### src/rtl/instr_fetch_unit.sv
// Prefetching instruction fetch stage: issues ROM reads, buffers {pc, word} in a show-ahead FIFO.
// Optional performance counters (fetch_cnt, squash_cnt) are built when IFU_PERF_CNT_EN is defined.
module instr_fetch_unit #(
  parameter int ADDR_W = 5,
  parameter int DATA_W = 16,
  parameter int DEPTH  = 4
) (
  input  logic              Clock,
  input  logic              Reset,
  input  logic              Run,
  output logic [ADDR_W-1:0] mem_addr,
  output logic              mem_rd,
  input  logic [DATA_W-1:0] mem_q,
  output logic [DATA_W-1:0] ir_data,
  output logic [15:0]       ir_pc,
  output logic              ir_valid,
  input  logic              ir_ready,
  input  logic              redirect,
  input  logic [15:0]       redirect_pc,
  output logic [15:0]       fetch_pc
`ifdef IFU_PERF_CNT_EN
  ,
  output logic [15:0]       fetch_cnt,
  output logic [15:0]       squash_cnt
`endif
);

  localparam int PTR_W = $clog2(DEPTH);
  localparam int CNT_W = PTR_W + 1;
  localparam logic [CNT_W:0]   DEPTH_C = (CNT_W+1)'(DEPTH);
  localparam logic [CNT_W-1:0] FULL_C  = CNT_W'(DEPTH);

  typedef enum logic [1:0] {IDLE, FETCH, FLUSH} state_t;
  state_t state_q, state_d;

  logic [CNT_W-1:0]  count;
  logic [PTR_W-1:0]  rd_ptr, wr_ptr;
  logic [DATA_W-1:0] data_mem [DEPTH];
  logic [15:0]       pc_mem   [DEPTH];
  logic              vld_p1;
  logic [15:0]       pc_p1;
  logic [CNT_W:0]    occupancy;
  logic              issue, push, pop;

  // Stage p0: issue a ROM read while FIFO slots plus the outstanding read leave room
  assign occupancy = {1'b0, count} + {{CNT_W{1'b0}}, vld_p1};
  assign issue     = Run & ~redirect & ~Reset & (occupancy < DEPTH_C);
  assign mem_rd    = issue;
  assign mem_addr  = fetch_pc[ADDR_W-1:0];

  // Stage p1: ROM response arrives; a redirect or reset in this cycle squashes it
  assign push     = vld_p1 & ~redirect & ~Reset;
  assign ir_valid = (count != '0);
  assign pop      = ir_valid & ir_ready;
  assign ir_data  = ir_valid ? data_mem[rd_ptr] : '0;
  assign ir_pc    = ir_valid ? pc_mem[rd_ptr]   : '0;

  always_comb begin
    state_d = state_q;
    case (state_q)
      IDLE:    if (issue) state_d = FETCH;
      FETCH:   if (!issue) state_d = IDLE;
      FLUSH:   state_d = Run ? FETCH : IDLE;
      default: state_d = IDLE;
    endcase
    if (redirect) state_d = FLUSH;
  end

  always_ff @(posedge Clock) begin
    if (Reset) begin
      state_q  <= IDLE;
      fetch_pc <= '0;
      count    <= '0;
      rd_ptr   <= '0;
      wr_ptr   <= '0;
      vld_p1   <= 1'b0;
    end else begin
      state_q <= state_d;
      vld_p1  <= issue;
      if (redirect) begin
        fetch_pc <= redirect_pc;
        count    <= '0;
        rd_ptr   <= '0;
        wr_ptr   <= '0;
      end else begin
        if (issue) fetch_pc <= fetch_pc + 16'd1;
        if (push)  wr_ptr   <= wr_ptr + 1'b1;
        if (pop)   rd_ptr   <= rd_ptr + 1'b1;
        count <= count + CNT_W'(push) - CNT_W'(pop);
      end
    end
  end

  always_ff @(posedge Clock) begin
    if (issue) pc_p1 <= fetch_pc;
    if (push) begin
      data_mem[wr_ptr] <= mem_q;
      pc_mem[wr_ptr]   <= pc_p1;
    end
  end

  assert property (@(posedge Clock) disable iff (Reset) !(push && count == FULL_C));

`ifdef IFU_PERF_CNT_EN
  function automatic logic [15:0] sat_add16(input logic [15:0] a, input logic [15:0] b);
    logic [16:0] s;
    s = {1'b0, a} + {1'b0, b};
    return s[16] ? 16'hFFFF : s[15:0];
  endfunction

  always_ff @(posedge Clock) begin
    if (Reset) begin
      fetch_cnt  <= '0;
      squash_cnt <= '0;
    end else begin
      if (push)     fetch_cnt  <= sat_add16(fetch_cnt, 16'd1);
      if (redirect) squash_cnt <= sat_add16(squash_cnt, 16'(occupancy));
    end
  end
`endif

endmodule

### config.mk
export PLATFORM = sky130hd
export DESIGN_NAME = instr_fetch_unit
export DESIGN_NICKNAME = d
export VERILOG_FILES = /design/src/rtl/instr_fetch_unit.sv
export SDC_FILE = /design/constraint.sdc
export NUM_CORES = 1
export LEC_CHECK = 0
export BUFFER_PORTS_ARGS = -buffer_cell sky130_fd_sc_hd__buf_2
export CAP_MARGIN = 20
export CORE_MARGIN = 1
export CORE_UTILIZATION = 52
export DETAILED_ROUTE_END_ITERATION = 7
export PLACE_DENSITY = 0.76
export SKIP_LAST_GASP = 1
export SLEW_MARGIN = 15
export SYNTH_ARGS = -nofsm -noshare
export SYNTH_HDL_FRONTEND = slang
export SYNTH_SLANG_ARGS = --single-unit
### constraint.sdc
create_clock -name Clock -period 2.89 [get_ports Clock]
set_clock_uncertainty 0.1 [all_clocks]
set_input_delay 0.4335 -clock Clock [delete_from_list [all_inputs] [get_ports Clock]]
set_output_delay 0.4335 -clock Clock [all_outputs]
set_load 0.01 [all_outputs]
Word level (Yosys, flattened, before mapping)
Memory sizes are Yosys's and may differ from the RTL's. A register that Yosys moved wholly into a read port is not among the register bits. Cells that the tools add are included.

Flip-flop bits (word level): 40. Bits of input ports: 37. Output and inout bits: 55. Bits in read-only memories: 0. Memories: 2. Memory bits (writable): 128. Logic and storage cells: 36. Latch bits: 0.

Magnitude comparators: 1. Divide/modulo/power cells: 0. Eq/ne operators: 0. Reduce and logical (&&, ||, !) cells: 3. Multiply operators: 0. Shift operators: 0. Muxes and demuxes: 10. Add/sub/neg operators: 6. Bitwise operators: 8.

Memory list: data_mem (depth 4, width 16, rd ports 1, clocked after memory_dff 1, wr ports 1, RTL line 38) `logic [DATA_W-1:0] data_mem [DEPTH];`; pc_mem (depth 4, width 16, rd ports 1, clocked after memory_dff 1, wr ports 1, RTL line 39) `logic [15:0] pc_mem [DEPTH];`.

Operators by type and width (count): two-way mux 16 bit (4); adder 16 x 1 -> 16 bit (second input constant) (1); two-way mux 2 bit (4); AND 1 bit (6); adder 2 x 1 -> 2 bit (second input constant) (2); adder 3 x 1 -> 4 bit (1); less-than comparator 4 x 3 -> 1 bit (second input constant) (1); adder 3 x 1 -> 3 bit (1); nonzero test 3 bit (1); subtractor 3 x 1 -> 3 bit (1); two-way mux 1 bit (2); NOT 1 bit (2); nonzero test 2 bit (1); OR reduction 2 bit (1).

Longest topological paths before layout
Gate-level depths: netlist of run 1.

Depth after elaboration: 6. Gate-level depth with buffers: 10. Mapped depth without buffers: 9.

Least setup slack after synthesis of run 1
OpenSTA, ideal clock, no wires.

Kind: flip-flop to output port. Start: register count[1]. End: output mem_rd. Buffers on the path: 2. Cell stages (with the launch flop): 7. Data required time: 2.357 ns. Slack: -0.317 ns. Arrival: 2.673 ns. Cells stage by stage: dfxtp_1 ha_1 o211a_1 o22a_1 buf_6 clkbuf_1 nor3_1.

Longest elaborated chain between the ends: 3.

Ends and longest elaborated chain: from (decl) (RTL line 36) `logic [CNT_W-1:0] count;`; from (signal assigned) (RTL line 89) `count <= count + CNT_W'(push) - CNT_W'(pop);`; adder 3 x 1 -> 4 bit (RTL line 46) `assign occupancy = {1'b0, count} + {{CNT_W{1'b0}}, vld_p1};`; less-than comparator 4 x 3 -> 1 bit (RTL line 47) `assign issue = Run & ~redirect & ~Reset & (occupancy < DEPTH_C);`; AND 1 bit (RTL line 47); to (decl) (RTL line 12) `output logic mem_rd,`.

Every way passes these cells.

Final worst setup path of run 1
Same ends and word-level chain as after synthesis.

==> impl_metrics.env, run 1 <==
export IMPL_synth_nets=464
export IMPL_cp_arrival_ns=2.18
export IMPL_viasPerCell=5.82
export IMPL_setup_worst_path_start_class="flop"
export IMPL_async_flop_share_pct=0
export IMPL_cts_root_buf="clkbuf_16"
export IMPL_dr_wl_met3_um=716
export IMPL_critPathTopFamily="compound AO/OA/AOI/OAI gates"
export IMPL_drt_iter0_markers=326
export IMPL_synth_edf_count=144
export IMPL_worst_hold_path_type="input pin to flop"
export IMPL_report_final_hold_viol_count=0
export IMPL_clk_latency_ns=0.41
export IMPL_start_util_pct=54.2
export IMPL_rsz0062_at_grt="no"
export IMPL_slowest_stage="dfxtp_1"
export IMPL_syn_avg_cell_area_um2=16.6
export IMPL_cap_viol_max_count=0
export IMPL_die_area_um2=13800
export IMPL_ir_drop_mv=0.351
export IMPL_setup_worst_path_start="count[1]$_SDFF_PP0_"
export IMPL_io_buffers=91
export IMPL_synthCells=418
export IMPL_cts_num_sinks=170
export IMPL_period_share_pct=94.0
export IMPL_area_growth_pct=17.7
export IMPL_critical_path_buf_inv_count=1
export IMPL_dieHeight_um=118
export IMPL_required_ns=2.36
export IMPL_post_synth_num_cell_types=49
export IMPL_synth_warnings=0
export IMPL_final_common_cell="edfxtp_1"
export IMPL_cts_setup_buffers=0
export IMPL_clock_path_buffers=2
export IMPL_r2r_start="count[1]$_SDFF_PP0_"
export IMPL_cp_end_kind="output pin"
export IMPL_drc=0
export IMPL_dp_hpwl_um=8230
export IMPL_finalInstanceArea_um2=8180
export IMPL_nets=558
export IMPL_die_x_um=118
export IMPL_status="complete, no violations"
export IMPL_design_core_area_um2=12800
export IMPL_synth_ff_type="edfxtp_1"
export IMPL_cts_made_buffers=17
export IMPL_nFillCells=934
export IMPL_final_antenna_net_count=0
export IMPL_antenna_found_initial=0
export IMPL_met1_length_um=5940
export IMPL_worst_slew_pin_slew_ns=0.560
export IMPL_wl_per_cell_um=19.3
export IMPL_cts_resized=0
export IMPL_ctsHoldBuffers=0
export IMPL_io_pins=92
export IMPL_syn_area_um2=6950
export IMPL_dr_pass1_iters=4
export IMPL_htree_levels=4
export IMPL_tns_ns=0
export IMPL_grt_pass1_wl_um=21600
export IMPL_cts_tree="done"
export IMPL_gp_congestion=0.824
export IMPL_dpl_cell_area_um2=7600
export IMPL_grt_pass1_vias=4132
export IMPL_power_density_nw_per_um2=622
export IMPL_wl_um=13400
export IMPL_grt_overflow_total=0
export IMPL_synth_seq_cells=170
export IMPL_core_rowCount=41
export IMPL_slew_headroom_pct=62.3
export IMPL_antennaDiodeCount=0
export IMPL_setup_viol=0
export IMPL_path_class="flop to output pin"
export IMPL_ys_seq_area_share_pct=69.7
export IMPL_grt_max_degree=35
export IMPL_min_from="mem_q[15]"
export IMPL_clkTransAtPathRegs_ns=0.06
export IMPL_cp_slowest_stage_delay_ns=0.39
export IMPL_grt_use_total_pct=20.4
export IMPL_fmax_ghz=0.368
export IMPL_wl_met2_um=6590
export IMPL_layout_min_cycle_time_ns=2.72
export IMPL_cp_max_fo=15
export IMPL_layout_common_cells="edfxtp_1 (144), buf_2 (91), and2_1 (37)"
export IMPL_report_final_slew_viol_count=0
export IMPL_top_layer="met4"
export IMPL_drive_gt1_share_pct=33.0
export IMPL_path_cells="ha_1 > o211a_1 > o22a_1 > nor3_2 > buf_2"
export IMPL_vias=4054
export IMPL_p_leak_nw=2.91
## flip-flops by register name, summed over array words and instances, names as in the netlist, named ones only
signal	flops
wr_ptr	2
vld_p1	1
count	3
fetch_pc	16
rd_ptr	2
pc_p1	16
pc_mem	64
data_mem	64
## power breakdown
group / total [W] / switching, W / internal, W / leakage, nW
sequential: 0.00273 / 0.0000475 / 0.00268 / 1.52
clock: 0.00217 / 0.000885 / 0.00128 / 0.286
combinational: 0.000190 / 0.000108 / 0.0000817 / 1.10
## kinds of logic (layout without fill, tap and decap cells)
family	Yosys count	in the layout	synth area share, %
buffers and inverters	40	147	2.66
AND/OR/NAND/NOR	123	123	10.4
multiplexers	33	33	10.5
AO/OA/AOI/OAI	39	39	4.50
adder cells (fa/ha/maj)	9	9	1.73
XOR/XNOR	4	4	0.504
flip-flops	170	170	69.7
## Yosys cell counts, types with 2 or more instances
master,number,area (um^2)
o21ai_0,3,15.0
edfxtp_1,144,4320
nand2_1,10,37.5
nor4_1,5,31.3
a2111o_1,2,22.5
buf_2,3,15.0
nand3_1,12,60.1
ha_1,8,100
and3_1,4,25.0
clkbuf_1,17,63.8
nor3_1,4,20.0
nor4b_1,2,17.5
a22oi_1,3,22.5
inv_1,11,41.3
nand2b_1,2,12.5
dfxtp_1,26,521
nand4_1,11,68.8
or3_1,3,18.8
o31ai_1,7,52.6
nor2_1,16,60.1
or4_1,3,22.5
mux4_2,32,721
and2_1,37,231
nor3b_1,5,37.5
buf_4,6,45.0
a21oi_1,2,10.0
nor2b_1,2,12.5
o31a_1,3,26.3
a311oi_1,9,78.8
a2111oi_0,2,17.5
and4_1,4,35.0
xnor2_1,3,26.3
## worst paths after layout
| kind | to | slack (ns) | cells past startpoint |
|---|---|---|---|
| worst max register to register | fetch_pc[4]$_SDFFE_PP0P_ | 0.54 | 5 |
| worst max-delay path | mem_rd | 0.17 | 5 |
| worst min-delay path | data_mem[1][15]$_DFFE_PP_ | 0.14 | 1 |
| worst min register to register | pc_mem[3][9]$_DFFE_PP_ | 0.40 | 0 |
## area by class of cell
| cell class | instances | area [um^2] | share of cell area, % |
|---|---|---|---|
| sequential | 170 | 4850 | 59.3 |
| multi-input combinational | 208 | 1930 | 23.6 |
| timing repair buffer | 104 | 566 | 6.92 |
| clock buffer | 25 | 528 | 6.46 |
| tap | 172 | 215 | 2.63 |
| clock inverter | 7 | 52.6 | 0.643 |
| inverter | 11 | 41.3 | 0.505 |
## per-stage QoR
step	instances	setup WS [ns]	util, %	total power (W)	hold slack, ns
5_1_grt	697	0.0759	63.8	0.00524	0.131
4_1_cts	697	0.175	63.8	0.00511	0.123
2_1_floorplan	418	0.234	-	0.00288	0.359
6_report	697	0.174	63.8	0.00509	0.138
3_3_place_gp	665	0.506	59.2	0.00296	0.367
3_5_place_dp	665	0.441	59.2	0.00297	0.386
## metal layers
layer  vias to the layer above  GRT usage, %
met5                         -             0
met4                         0          7.85
met3                        14          4.17
met2                       160          33.0
met1                      2025          27.6
li1                       1855             -
Note: power is estimated with default switching activity, not from simulation.
==> run 2: changes to the inputs <==
--- a/config.mk
+++ b/config.mk
@@ -12,7 +12,7 @@
 export DETAILED_ROUTE_END_ITERATION = 7
 export PLACE_DENSITY = 0.76
 export SKIP_LAST_GASP = 1
-export SLEW_MARGIN = 15
+export SLEW_MARGIN = 30
 export SYNTH_ARGS = -nofsm -noshare
 export SYNTH_HDL_FRONTEND = slang
 export SYNTH_SLANG_ARGS = --single-unit
==> constraint.sdc (replaced) <==
create_clock -name Clock -period 2.89 [get_ports Clock]
set_clock_uncertainty 0.1 [all_clocks]
set_input_delay 0.4335 -clock Clock [delete_from_list [all_inputs] [get_ports Clock]]
set_output_delay 0.4335 -clock Clock [all_outputs]
set_load 0.05 [all_outputs]
==> impl_metrics.env, run 2 (synthesis gave the netlist of run 1 again) <==
export IMPL_status="complete, no violations"
export IMPL_cts_tree="done"
export IMPL_report_final_hold_viol_count=0
export IMPL_wl_um=13200
export IMPL_antennaDiodeCount=0
export IMPL_io_buffers=91
export IMPL_slowest_stage="mux4_2"
export IMPL_r2r_worst_path_cells=9
export IMPL_gp_congestion=0.830
export IMPL_cp_slowest_stage_delay_ns=0.53
export IMPL_cp_end_kind="output pin"
export IMPL_setup_worst_path_start_class="flop"
export IMPL_cts_setup_buffers=0
export IMPL_wl_met2_um=6660
export IMPL_tns_ns=0
export IMPL_drive_gt1_share_pct=33.7
export IMPL_drc=0
export IMPL_core_rowCount=41
export IMPL_critPathTopFamily="multiplexers"
export IMPL_r2r_start="count[1]$_SDFF_PP0_"
export IMPL_vias=4031
export IMPL_die_x_um=118
export IMPL_io_pins=92
export IMPL_nets=559
export IMPL_required_ns=2.36
export IMPL_htree_levels=4
export IMPL_viasPerCell=5.78
export IMPL_min_from="mem_q[15]"
export IMPL_dieHeight_um=118
export IMPL_dpl_cell_area_um2=7660
export IMPL_design_core_area_um2=12800
export IMPL_layout_min_cycle_time_ns=2.69
export IMPL_crit_cells=4
export IMPL_report_final_slew_viol_count=0
export IMPL_slew_headroom_pct=67.8
export IMPL_worst_slew_pin_slew_ns=0.471
export IMPL_path_class="flop to output pin"
export IMPL_dr_pass1_iters=6
export IMPL_fmax_ghz=0.372
export IMPL_ir_drop_mv=0.391
export IMPL_clkTransAtPathRegs_ns=0.06
export IMPL_die_area_um2=13800
export IMPL_p_leak_nw=2.91
export IMPL_area_growth_pct=18.4
export IMPL_cp_max_fo=10
export IMPL_path_cells="buf_4 > mux4_2 > and2_1 > buf_2"
export IMPL_grt_max_degree=35
export IMPL_critical_path_buf_inv_count=2
export IMPL_top_layer="met4"
export IMPL_multi_input_area_um2=1940
export IMPL_power_w=0.00515
export IMPL_met1_length_um=5620
export IMPL_clk_latency_ns=0.42
export IMPL_cts_root_buf="clkbuf_16"
export IMPL_final_common_cell="edfxtp_1"
export IMPL_cap_viol_max_count=0
export IMPL_fin_cells=698
export IMPL_final_antenna_net_count=0
export IMPL_whs_path_depth=1
export IMPL_dr_wl_met3_um=746
export IMPL_hold_ws_ns=0.128
export IMPL_clock_path_buffers=2
export IMPL_cp_arrival_ns=2.15
export IMPL_cts_resized=0
export IMPL_layout_common_cells="edfxtp_1 (144), buf_2 (91), and2_1 (37)"
export IMPL_regArea_um2=4850
export IMPL_finalInstanceArea_um2=8230
export IMPL_cts_num_sinks=170
export IMPL_dp_hpwl_um=8420
export IMPL_nFillCells=933
export IMPL_grt_use_total_pct=20.7
export IMPL_ctsHoldBuffers=0
export IMPL_antenna_found_initial=0
export IMPL_rsz0062_at_grt="no"
export IMPL_worst_hold_path_type="input pin to flop"
export IMPL_power_density_nw_per_um2=626
export IMPL_period_share_pct=93.0
export IMPL_grt_pass1_wl_um=21500
export IMPL_cts_made_buffers=17
export IMPL_grt_overflow_total=0
export IMPL_drt_iter0_markers=271
export IMPL_grt_pass1_vias=4114
export IMPL_setup_viol=0
export IMPL_top_regs="data_mem x64, pc_mem x64"
export IMPL_wl_per_cell_um=19.0
export IMPL_start_util_pct=54.2
export IMPL_dp_cells=666
==> run 2: cell count changes in the layout (fill, tap and decap cells not counted), sizes merged <==
cell,delta
buf,+1
bufinv,+1
clkbuf,-7
clkinv,+3
clkinvlp,+2
inv,+1
==> run 2: cell type report <==
class	count	share of cell area (%)
multi-input combinational	208	23.5
tap	172	2.62
clock buffer	18	5.22
timing repair buffer	105	7.57
sequential	170	58.9
clock inverter	14	1.66
inverter	11	0.502
==> run 2: final timing paths <==
check,endpoint,slack [ns]
max,ir_data[9],0.20
max reg2reg,count[2]$_SDFF_PP0_,0.63
min reg2reg,pc_p1[15]$_DFFE_PP_,0.40
min,data_mem[2][15]$_DFFE_PP_,0.13
==> run 2: metrics by stage <==
stage          utilization (%)  setup WS (ns)
6_report                  64.1          0.203
2_1_floorplan                -          0.215
3_5_place_dp              59.7          0.466
3_3_place_gp              59.7          0.548
4_1_cts                   64.1         0.0814
5_1_grt                   64.1         0.0624
==> run 2: power by group <==
part | total, W | switching, W | internal, W
Combinational | 0.000288 | 0.000204 | 0.0000843
Clock | 0.00213 | 0.000929 | 0.00120
Sequential | 0.00273 | 0.0000480 | 0.00268
==> run 2: layer usage <==
layer / global-route usage (%) / vias to the layer above
li1: - / 1858
met1: 25.7 / 1997
met2: 34.8 / 156
met3: 5.18 / 20
met4: 8.57 / 0
met5: 0 / -
==> run 3: changes to the inputs <==
--- a/config.mk
+++ b/config.mk
@@ -5,8 +5,10 @@
 export SDC_FILE = /design/constraint.sdc
 export NUM_CORES = 1
 export LEC_CHECK = 0
+export ABC_CLOCK_PERIOD_IN_PS = 2890
 export BUFFER_PORTS_ARGS = -buffer_cell sky130_fd_sc_hd__buf_2
 export CAP_MARGIN = 20
+export CORE_ASPECT_RATIO = 0.6
 export CORE_MARGIN = 1
 export CORE_UTILIZATION = 52
 export DETAILED_ROUTE_END_ITERATION = 7
==> impl_metrics.env, run 3 (synthesis gave the netlist of run 1 again) <==
export IMPL_status="complete, no violations"
export IMPL_critical_path_buf_inv_count=1
export IMPL_period_share_pct=93.6
export IMPL_grt_use_total_pct=22.2
export IMPL_vias=4113
export IMPL_cts_tree="done"
export IMPL_setup_worst_path_start="count[1]$_SDFF_PP0_"
export IMPL_r2r_worst_path_cells=9
export IMPL_report_final_slew_viol_count=0
export IMPL_layout_min_cycle_time_ns=2.70
export IMPL_path_cells="ha_1 > o211a_1 > o22a_2 > nor3_4 > buf_2"
export IMPL_hold_ws_ns=0.130
export IMPL_grt_max_degree=35
export IMPL_io_pins=92
export IMPL_ir_drop_mv=0.440
export IMPL_clkTransAtPathRegs_ns=0.07
export IMPL_start_util_pct=53.7
export IMPL_cts_num_sinks=170
export IMPL_gp_congestion=0.837
export IMPL_min_from="mem_q[15]"
export IMPL_cp_slowest_stage_delay_ns=0.40
export IMPL_p_leak_nw=2.93
export IMPL_report_final_hold_viol_count=0
export IMPL_drt_iter0_markers=274
export IMPL_rsz0062_at_grt="no"
export IMPL_cts_root_buf="clkbuf_16"
export IMPL_core_rowCount=32
export IMPL_hold_path_endpoint="data_mem[0][15]$_DFFE_PP_"
export IMPL_r2r_slack_ns=0.54
export IMPL_dr_pass1_iters=6
export IMPL_grt_pass1_wl_um=22200
export IMPL_dieHeight_um=91.5
export IMPL_nFillCells=896
export IMPL_worst_slew_pin_slew_ns=0.592
export IMPL_die_area_um2=13800
export IMPL_layout_common_cells="edfxtp_1 (144), buf_2 (91), and2_1 (37)"
export IMPL_wl_um=14300
export IMPL_clk_latency_ns=0.42
export IMPL_cp_arrival_ns=2.17
export IMPL_critPathTopFamily="compound AO/OA/AOI/OAI gates"
export IMPL_htree_levels=4
export IMPL_antenna_found_initial=0
export IMPL_nets=559
export IMPL_cp_end_kind="output pin"
export IMPL_cap_viol_max_count=0
export IMPL_tns_ns=0
export IMPL_fmax_ghz=0.370
export IMPL_cp_max_fo=15
export IMPL_cts_made_buffers=17
export IMPL_path_class="flop to output pin"
export IMPL_final_antenna_net_count=0
export IMPL_viasPerCell=5.91
export IMPL_worst_hold_path_type="input pin to flop"
export IMPL_drc=0
export IMPL_finalInstanceArea_um2=8260
export IMPL_top_regs="data_mem x64, pc_mem x64"
export IMPL_area_growth_pct=18.9
export IMPL_dp_hpwl_um=8980
export IMPL_setup_worst_path_start_class="flop"
export IMPL_rr_endpoint="count[2]$_SDFF_PP0_"
export IMPL_clock_path_buffers=2
export IMPL_slew_headroom_pct=59.5
export IMPL_die_x_um=151
export IMPL_drive_gt1_share_pct=33.7
export IMPL_r2r_start="count[1]$_SDFF_PP0_"
export IMPL_required_ns=2.36
export IMPL_design_core_area_um2=12900
export IMPL_grt_pass1_vias=4141
export IMPL_whs_path_depth=1
export IMPL_io_buffers=91
export IMPL_antennaDiodeCount=0
export IMPL_slowest_stage="dfxtp_1"
export IMPL_grt_overflow_total=0
export IMPL_setup_viol=0
export IMPL_wl_per_cell_um=20.5
export IMPL_power_density_nw_per_um2=649
export IMPL_final_common_cell="edfxtp_1"
export IMPL_dpl_cell_area_um2=7640
export IMPL_power_w=0.00536
-- run 3: changes by cell type in the layout (fill, tap and decap cells not counted), sizes merged --
cell / previous run / this run
clkbuf: 18 / 17
clkinvlp: 3 / 2
bufinv: 1 / 3
-- run 3: area by class of cell --
cell class                      count  area [um^2]  share of cell area [%]
Sequential cell                   170         4850                    58.7
Multi-Input combinational cell    208         1940                    23.4
Timing Repair Buffer              105          611                    7.39
Clock buffer                       17          425                    5.15
Tap cell                          170          213                    2.57
Clock inverter                     15          189                    2.29
Inverter                           11         41.3                   0.500
-- run 3: where the power goes --
part	internal (W)	leakage (nW)	total [W]	switching, W
Combinational	0.0000842	1.12	0.000292	0.000207
Clock	0.00138	0.296	0.00234	0.000958
Sequential	0.00268	1.52	0.00274	0.0000524
Total	0.00415	2.93	0.00536	0.00122
-- run 3: metrics by stage --
step	util, %	setup slack [ns]	std cells
detailed placement	59.1	0.566	664
floorplan	-	0.215	418
finish	63.9	0.186	696
CTS	63.9	0.0608	696
global placement	59.1	0.650	664
global route	63.9	0.0602	696
-- run 3: how the worst max path moves through the flow --
stage / endpoint / slack [ns] / cells past startpoint
floorplan: mem_rd / 0.21 / 6
global placement: mem_rd / 0.65 / 5
detailed placement: count[2]$_SDFF_PP0_ / 0.57 / 10
CTS: mem_rd / 0.06 / 5
global route: mem_rd / 0.06 / 5
finish: mem_rd / 0.19 / 5
-- run 3: what timing repair did --
item,in CTS,in global routing
buffers inserted,0,0
endpoints found under the setup margin,0,1
resized for setup,0,1
hold buffers,0,0
-- run 3: metal layers --
metal / GRT usage (%) / routed length [um] / part of all wire (%) / up-vias
li1: - / - / - / 1854
met4: 8.42 / 201 / 1.4 / 0
met2: 33.8 / 6850 / 48 / 151
met1: 31.2 / 6380 / 45 / 2092
met5: 0 / 0 / 0 / -
met3: 5.13 / 826 / 5.8 / 16
